$ cat src/rtl/div_pkg.sv
// Shared types and constants for the E-stage iterative divider.
package div_pkg;

    localparam int unsigned DIV_DATA_W = 32;
    localparam int unsigned DIV_CNT_W  = $clog2(DIV_DATA_W);
    localparam logic [DIV_DATA_W-1:0] DIV_ZERO_Q = {DIV_DATA_W{1'b1}};

    typedef enum logic [1:0] {
        DIV_IDLE,
        DIV_BUSY,
        DIV_DONE
    } div_state_t;

endpackage

$ cat src/rtl/div_step.sv
// One restoring-division iteration: shift {rem, quo} left, trial-subtract, keep on no borrow.
module div_step #(
    parameter int unsigned DATA_W = 32
) (
    input  logic [DATA_W-1:0] i_rem,
    input  logic [DATA_W-1:0] i_quo,
    input  logic [DATA_W-1:0] i_divisor,
    output logic [DATA_W-1:0] o_rem,
    output logic [DATA_W-1:0] o_quo
);

    logic [DATA_W:0] w_shift;
    logic [DATA_W:0] w_trial;
    logic            w_borrow;

    // Extra bit holds the shifted-out MSB so divisors above 2^(W-1) still work.
    always_comb begin
        w_shift  = {i_rem, i_quo[DATA_W-1]};
        w_trial  = w_shift - {1'b0, i_divisor};
        w_borrow = w_trial[DATA_W];
        o_rem    = w_borrow ? w_shift[DATA_W-1:0] : w_trial[DATA_W-1:0];
        o_quo    = {i_quo[DATA_W-2:0], ~w_borrow};
    end

endmodule

$ cat src/rtl/div_unit_e.sv
// Execute-stage radix-2 restoring divider for div/divu; stalls E while busy, holds result in DONE.
module div_unit_e
    import div_pkg::*;
#(
    parameter int unsigned DATA_W = DIV_DATA_W
) (
    input  logic              clk,
    input  logic              rst,
    input  logic              div_startE,
    input  logic              is_signedE,
    input  logic [DATA_W-1:0] src_aE,
    input  logic [DATA_W-1:0] src_bE,
    input  logic              flush_exceptionM,
    input  logic              ext_stallE,
    output logic              alu_stallE,
    output logic              div_validE,
    output logic [DATA_W-1:0] quotientE,
    output logic [DATA_W-1:0] remainderE
);

    localparam int unsigned CNT_W = $clog2(DATA_W);

    div_state_t        r_state;
    logic [CNT_W-1:0]  r_cnt;
    logic [DATA_W-1:0] r_rem;
    logic [DATA_W-1:0] r_quo;
    logic [DATA_W-1:0] r_divisor;
    logic              r_signed;
    logic              r_a_sign;
    logic              r_b_sign;
    logic [DATA_W-1:0] r_q_out;
    logic [DATA_W-1:0] r_r_out;

    logic              w_start;
    logic              w_b_zero;
    logic              w_zero_start;
    logic [DATA_W-1:0] w_abs_a;
    logic [DATA_W-1:0] w_abs_b;
    logic [DATA_W-1:0] w_step_rem;
    logic [DATA_W-1:0] w_step_quo;
    logic [DATA_W-1:0] w_fix_q;
    logic [DATA_W-1:0] w_fix_r;

    always_comb begin
        w_start      = div_startE & ~flush_exceptionM;
        w_b_zero     = (src_bE == '0);
        w_zero_start = (r_state == DIV_IDLE) & w_start & w_b_zero;
        w_abs_a      = (is_signedE & src_aE[DATA_W-1]) ? -src_aE : src_aE;
        w_abs_b      = (is_signedE & src_bE[DATA_W-1]) ? -src_bE : src_bE;
        w_fix_q      = (r_signed & (r_a_sign ^ r_b_sign)) ? -w_step_quo : w_step_quo;
        w_fix_r      = (r_signed & r_a_sign) ? -w_step_rem : w_step_rem;
    end

    div_step #(
        .DATA_W (DATA_W)
    ) u_div_step (
        .i_rem     (r_rem),
        .i_quo     (r_quo),
        .i_divisor (r_divisor),
        .o_rem     (w_step_rem),
        .o_quo     (w_step_quo)
    );

    always_ff @(posedge clk) begin
        if (rst) begin
            r_state   <= DIV_IDLE;
            r_cnt     <= '0;
            r_rem     <= '0;
            r_quo     <= '0;
            r_divisor <= '0;
            r_signed  <= 1'b0;
            r_a_sign  <= 1'b0;
            r_b_sign  <= 1'b0;
            r_q_out   <= '0;
            r_r_out   <= '0;
        end else begin
            case (r_state)
                DIV_IDLE: begin
                    if (w_start) begin
                        if (w_b_zero) begin
                            // Zero divisor only needs DONE when E cannot consume it this cycle.
                            if (ext_stallE) begin
                                r_state <= DIV_DONE;
                                r_q_out <= '1;
                                r_r_out <= src_aE;
                            end
                        end else begin
                            r_state   <= DIV_BUSY;
                            r_cnt     <= '0;
                            r_rem     <= '0;
                            r_quo     <= w_abs_a;
                            r_divisor <= w_abs_b;
                            r_signed  <= is_signedE;
                            r_a_sign  <= src_aE[DATA_W-1];
                            r_b_sign  <= src_bE[DATA_W-1];
                        end
                    end
                end
                DIV_BUSY: begin
                    if (flush_exceptionM) begin
                        r_state <= DIV_IDLE;
                        r_cnt   <= '0;
                    end else begin
                        r_rem <= w_step_rem;
                        r_quo <= w_step_quo;
                        r_cnt <= r_cnt + 1'b1;
                        if (r_cnt == CNT_W'(DATA_W - 1)) begin
                            r_q_out <= w_fix_q;
                            r_r_out <= w_fix_r;
                            r_cnt   <= '0;
                            r_state <= DIV_DONE;
                        end
                    end
                end
                DIV_DONE: begin
                    if (flush_exceptionM || !ext_stallE) begin
                        r_state <= DIV_IDLE;
                    end
                end
                default: r_state <= DIV_IDLE;
            endcase
        end
    end

    always_comb begin
        alu_stallE = ((r_state == DIV_IDLE) & w_start & ~w_b_zero)
                   | ((r_state == DIV_BUSY) & ~flush_exceptionM);
        div_validE = (r_state == DIV_DONE) | w_zero_start;
        quotientE  = w_zero_start ? {DATA_W{1'b1}} : r_q_out;
        remainderE = w_zero_start ? src_aE : r_r_out;
    end

endmodule

$ cat config.mk
export PLATFORM = sky130hd
export DESIGN_NAME = div_unit_e
export DESIGN_NICKNAME = d
export VERILOG_FILES = /design/src/rtl/div_pkg.sv /design/src/rtl/div_step.sv /design/src/rtl/div_unit_e.sv
export SDC_FILE = /design/constraint.sdc
export NUM_CORES = 1
export LEC_CHECK = 0
export ABC_AREA = 1
export CAP_MARGIN = 20
export CORE_ASPECT_RATIO = 0.7
export CORE_MARGIN = 4
export CORE_UTILIZATION = 45
export CTS_CLUSTER_DIAMETER = 40
export CTS_CLUSTER_SIZE = 28
export DETAILED_ROUTE_END_ITERATION = 8
export HOLD_SLACK_MARGIN = 0.1
export MAX_ROUTING_LAYER = met4
export PLACE_DENSITY = 0.64
export SLEW_MARGIN = 20
export SYNTH_ARGS = -nofsm -noshare
export SYNTH_HDL_FRONTEND = slang
export SYNTH_SLANG_ARGS = --single-unit
$ cat constraint.sdc
create_clock -name clk -period 11.9 [get_ports clk]
set_clock_uncertainty 0.2 [all_clocks]
set_input_delay 2.38 -clock clk [delete_from_list [all_inputs] [get_ports clk]]
set_output_delay 2.38 -clock clk [all_outputs]
set_load 0.02 [all_outputs]
# Yosys cells after proc, flatten, opt, wreduce, memory -nomap -nowiden
# Index checks and enable logic that the tools add are counted.
[word_totals]
register_bits = 170
output_inout_bits = 66
[classes]
reduce_logical = 10
add_sub_neg = 6
bitwise = 15
n_eq_ne = 12
mux = 39
[op_table]
columns = ["operator", "count"]
rows = [
  ["$mux 32", 23],
  ["$pmux 32 s2", 4],
  ["$neg 32->32", 4],
  ["$sub 33x32->33", 1],
  ["$logic_not 32->1", 1],
  ["$mux 5", 4],
  ["$ne 2x2->1 const B", 7],
  ["$mux 2", 6],
  ["$pmux 5 s2", 1],
  ["$and 1x1->1", 9],
  ["$reduce_and 4->1", 2],
  ["$ne 3x3->1 const B", 2],
  ["$pmux 2 s3", 1],
  ["$reduce_and 3->1", 2],
  ["$reduce_and 6->1", 1],
  ["$add 5x1->5 const B", 1],
  ["$eq 5x5->1 const B", 1],
  ["$not 1->1", 3],
  ["$eq 2x1->1 const B", 1],
  ["$eq 2x2->1 const B", 1],
  ["$logic_not 2->1", 1],
  ["$or 1x1->1", 2],
  ["$reduce_bool 2->1", 1],
  ["$logic_not 1->1", 1],
  ["other kinds (2)", 2],
]

# Longest topological paths before layout
[depth]
ltp_word = 7
mapped_depth = 30
depth_no_buf = 28

# Hierarchy
# Synthesis repeated with hierarchy kept, for this count alone.
[unflattened]
cells_unflattened = 2523
hier_area_um2 = 14226.1
[modules_own_cells]
columns = ["module", "instances", "seq_area_each_um2", "area_per_inst_um2", "cells_per_inst"]
rows = [
  ["div_unit_e", 1, 3403.3, 10830.4, 1809],
  ["div_step", 1, 0.0, 3395.8, 714],
]

# Worst setup path before layout
# OpenSTA, ideal clock, no wires.
[synth_timing]
path_type = "input to output"
from = "in src_bE[0]"
to = "out remainderE[0]"
slack_ns = 5.344
arrival_ns = 3.976
n_path_buf = 1
t_required_ns = 9.320
path_stages = 9
path_cell_list = "inv_1 -> ha_1 -> nand3_1 -> nor2_1 -> nand4_1 -> nor2_1 -> nand4_1 -> clkbuf_1 -> o21ai_0"
[synth_between]
elab_chain_cells = 3
[synth_rtl]
columns = ["element", "line_no", "source"]
rows = [
  ["start: declaration", "div_unit_e.sv:12", "input logic [DATA_W-1:0] src_bE,"],
  ["$logic_not 32->1", "div_unit_e.sv:46", "w_b_zero = (src_bE == '0);"],
  ["$and 1x1->1", "div_unit_e.sv:47", "w_zero_start = (r_state == DIV_IDLE) & w_start & w_b_zero;"],
  ["$mux 32", "div_unit_e.sv:130", "remainderE = w_zero_start ? src_aE : r_r_out;"],
  ["end: declaration", "div_unit_e.sv:18", "output logic [DATA_W-1:0] remainderE"],
]
# Every way passes these cells.

# Final worst setup path
[layout_timing]
from = "in src_bE[16]"
to = "out remainderE[21]"
# The elaborated chain is that of the path after synthesis.

==> results.cfg <==
[timing]
drv_slew = 0
finalSetupTns_ns = 0
fmax_mhz = 124
min_period_over_period_pct = 67.8
worstMarginPinSlew_ns = 1.09
final-hold-violation-count = 0
rsz0062_at_grt = no
setup_viol_count_final = 0
worst_slack_ns = 3.83
relSlewSlack_pct = 27.6
post-route-min-period_ns = 8.07

[clock_network]
cts_buffer_depth = 2
cts_resized = 0
numClockSinks = 170
cts_tree = built
clk_latency_ns = 0.46
clk_pin_slew_ns = 0.08
cts-root-buf = clkbuf_16
cts_hold_buf = 0
cts_made_buffers = 17
htree_num_levels = 4
cts_setup_buffers = 0

[route]
dr_total_vias = 15500
post_drt_wl_per_cell_um = 17.5
dr.pass1.iters = 8
vias_per_cell = 5.44
drt_iter0_drc = 1631
routed_wl_um = 49800
drc = 0
postRouteAntennaNets = 0

[floorplanning]
io_pins = 136
die_w_um = 217
core_area_mm2 = 0.0300
dieArea_mm2 = 0.0334
initial_core_util_pct = 45.7
die_h_um = 154
num_rows = 53

[global_route]
grt_pass1_wl_um = 78500
grt_overflow = 0
grtUsageTotal_pct = 30.3
first_global_vias = 14000
antenna_found_initial = 3
grt_max_degree = 98

[logic_synthesis]
syn_inst = 2356
synth.distinct_cells = 52
ys.flop_type = dfxtp_1
synth-async-reset-ratio_pct = 0
yosysSeqAreaShare_pct = 24.8
syn_nets = 2465
avgSynthCellArea_um2 = 5.83
yosysWarnings = 0
synth_edf_count = 0
netlist_area_mm2 = 0.0137
ys_ff_latch = 170

[worst_setup_path]
worstPathMaxFanout = 97
crit_path_top_delay_cell = clkdlybuf4s50_1
crit_chain = clkdlybuf4s50_1 -> nor2_1 -> nand2_1 -> nor4_1 -> nand4_1 -> nor2_1 -> nand4_1 -> buf_4 -> o21ai_0 -> clkdlybuf4s50_1
required_ns = 9.32
critPathMaxStageDelay_ns = 0.69
critical_path.startpoint_type = input port
critPathArrivalTime_ns = 5.49
path_class = input port to output pin
crit_path_end_kind = output pin
path_buf_inv = 3
cp_top_family = buffers and inverters

[final_layout]
drive_gt1_share_pct = 4.56
syn_to_final_growth_pct = 16.3
fin_area_mm2 = 0.0160
nFillCells = 3183
nets = 2530
seqCellArea_mm2 = 0.00340
mostFrequentLayoutCells = 715 x nand2_1, 322 x inv_1, 197 x nor2_1, 183 x a21oi_1, 170 x dfxtp_1
final_common_cell = nand2_1
diodes = 0
multiInputGateArea_mm2 = 0.00869

[outcome]
status = completed

[worst_hold_path]
hold_path_class = register to register

[place]
dp_hpwl_um = 38400
place_congestion = 0.954
placed_cell_area_mm2 = 0.0153
io_buffers = 135
pre_cts_ws_ns = 3.50

[pwr]
powerDensity_mw_per_mm2 = 110
peakVddDrop_uv = 77.0
leakage_nw = 7.41

[flow_run]
maxCapViolCount = 0
## logic make-up (layout without fill, tap and decap cells)
family / Yosys count / after routing / synth area share, %
simple gates: 1193 / 1193 / 36.6
compound gates: 472 / 472 / 19.5
buf+inv: 431 / 509 / 12.3
flops: 170 / 170 / 24.8
xor+xnor: 51 / 51 / 3.25
fa+ha+maj: 39 / 39 / 3.61
## registers in the layout (all words and copies together), names as in the netlist, 2 cells and up
| signal | count |
|---|---|
| r_rem | 32 |
| r_divisor | 32 |
| r_cnt | 5 |
| r_q_out | 32 |
| r_quo | 32 |
| r_r_out | 32 |
| r_state | 2 |
## routing by layer
metal	share of wire (%)	GRT usage, %
met1	52	47.8
met2	39	40.3
met3	8.8	6.25
met4	0.62	3.63
met5	0	-
## worst paths after layout
kind	slack, ns	startpoint	cells after the start	end
worst min register to register	0.25	r_q_out[8]	2	r_q_out[8]
worst min-delay path	0.25	r_q_out[8]	2	r_q_out[8]
worst max register to register	5.89	r_divisor[19]	23	r_q_out[30]
worst max-delay path	3.83	src_bE[16]	10	remainderE[21]
## cells in the mapped netlist, drive strengths merged (15+ instances only)
cell type | instances | area [µm²]
nor3 | 36 | 180
a21oi | 188 | 967
xor2 | 37 | 324
nand2 | 741 | 2870
inv | 327 | 1230
buf | 20 | 146
nand3 | 136 | 706
a31oi | 30 | 188
dfxtp | 170 | 3400
clkbuf | 82 | 308
o221ai | 15 | 131
nand4 | 34 | 213
ha | 38 | 475
o211ai | 17 | 128
o21ai | 171 | 867
nor2 | 211 | 817
## power by group
group | internal [W] | switching (W)
combinational | 0.000152 | 0.000333
sequential | 0.000595 | 0.0000201
clock | 0.000385 | 0.000266
total | 0.00113 | 0.000619
## worst reg2reg max path, stage by stage (launching register included)
cell      delay [ns]
dfxtp_1         0.34
inv_1           0.10
ha_1            0.40
a21oi_1         0.36
nand2_1         0.19
nand2_1         0.10
nand2_1         0.13
a21oi_4         0.27
nand3_2         0.17
nand2_4         0.49
ha_1            0.31
nand3_1         0.11
nor3_1          0.34
nand4_1         0.25
nor3_1          0.32
nand2_1         0.17
nor3_1          0.41
a21oi_1         0.22
a21oi_1         0.32
inv_1           0.11
a21oi_1         0.23
nand3_1         0.10
o211ai_1        0.11
a21oi_1         0.08
## per-stage QoR
stage               hold slack (ns)  cells  power [W]  utilization [%]
finish                        0.253   2846    0.00175             53.2
global route                  0.280   2846    0.00184             53.2
CTS                           0.257   2845    0.00174             53.1
detailed placement            0.245   2813    0.00110             50.9
global placement              0.238   2813    0.00109             50.9
floorplan                     0.227   2356   0.000936                -
## area by class of cell
cell class / count / area share (%)
timing repair buffer: 148 / 9.13
sequential: 170 / 21.3
tap: 412 / 3.23
clock inverter: 13 / 1.46
clock buffer: 19 / 2.77
inverter: 329 / 7.73
multi-input combinational: 1755 / 54.4
Note: power is estimated with default switching activity, not from simulation.
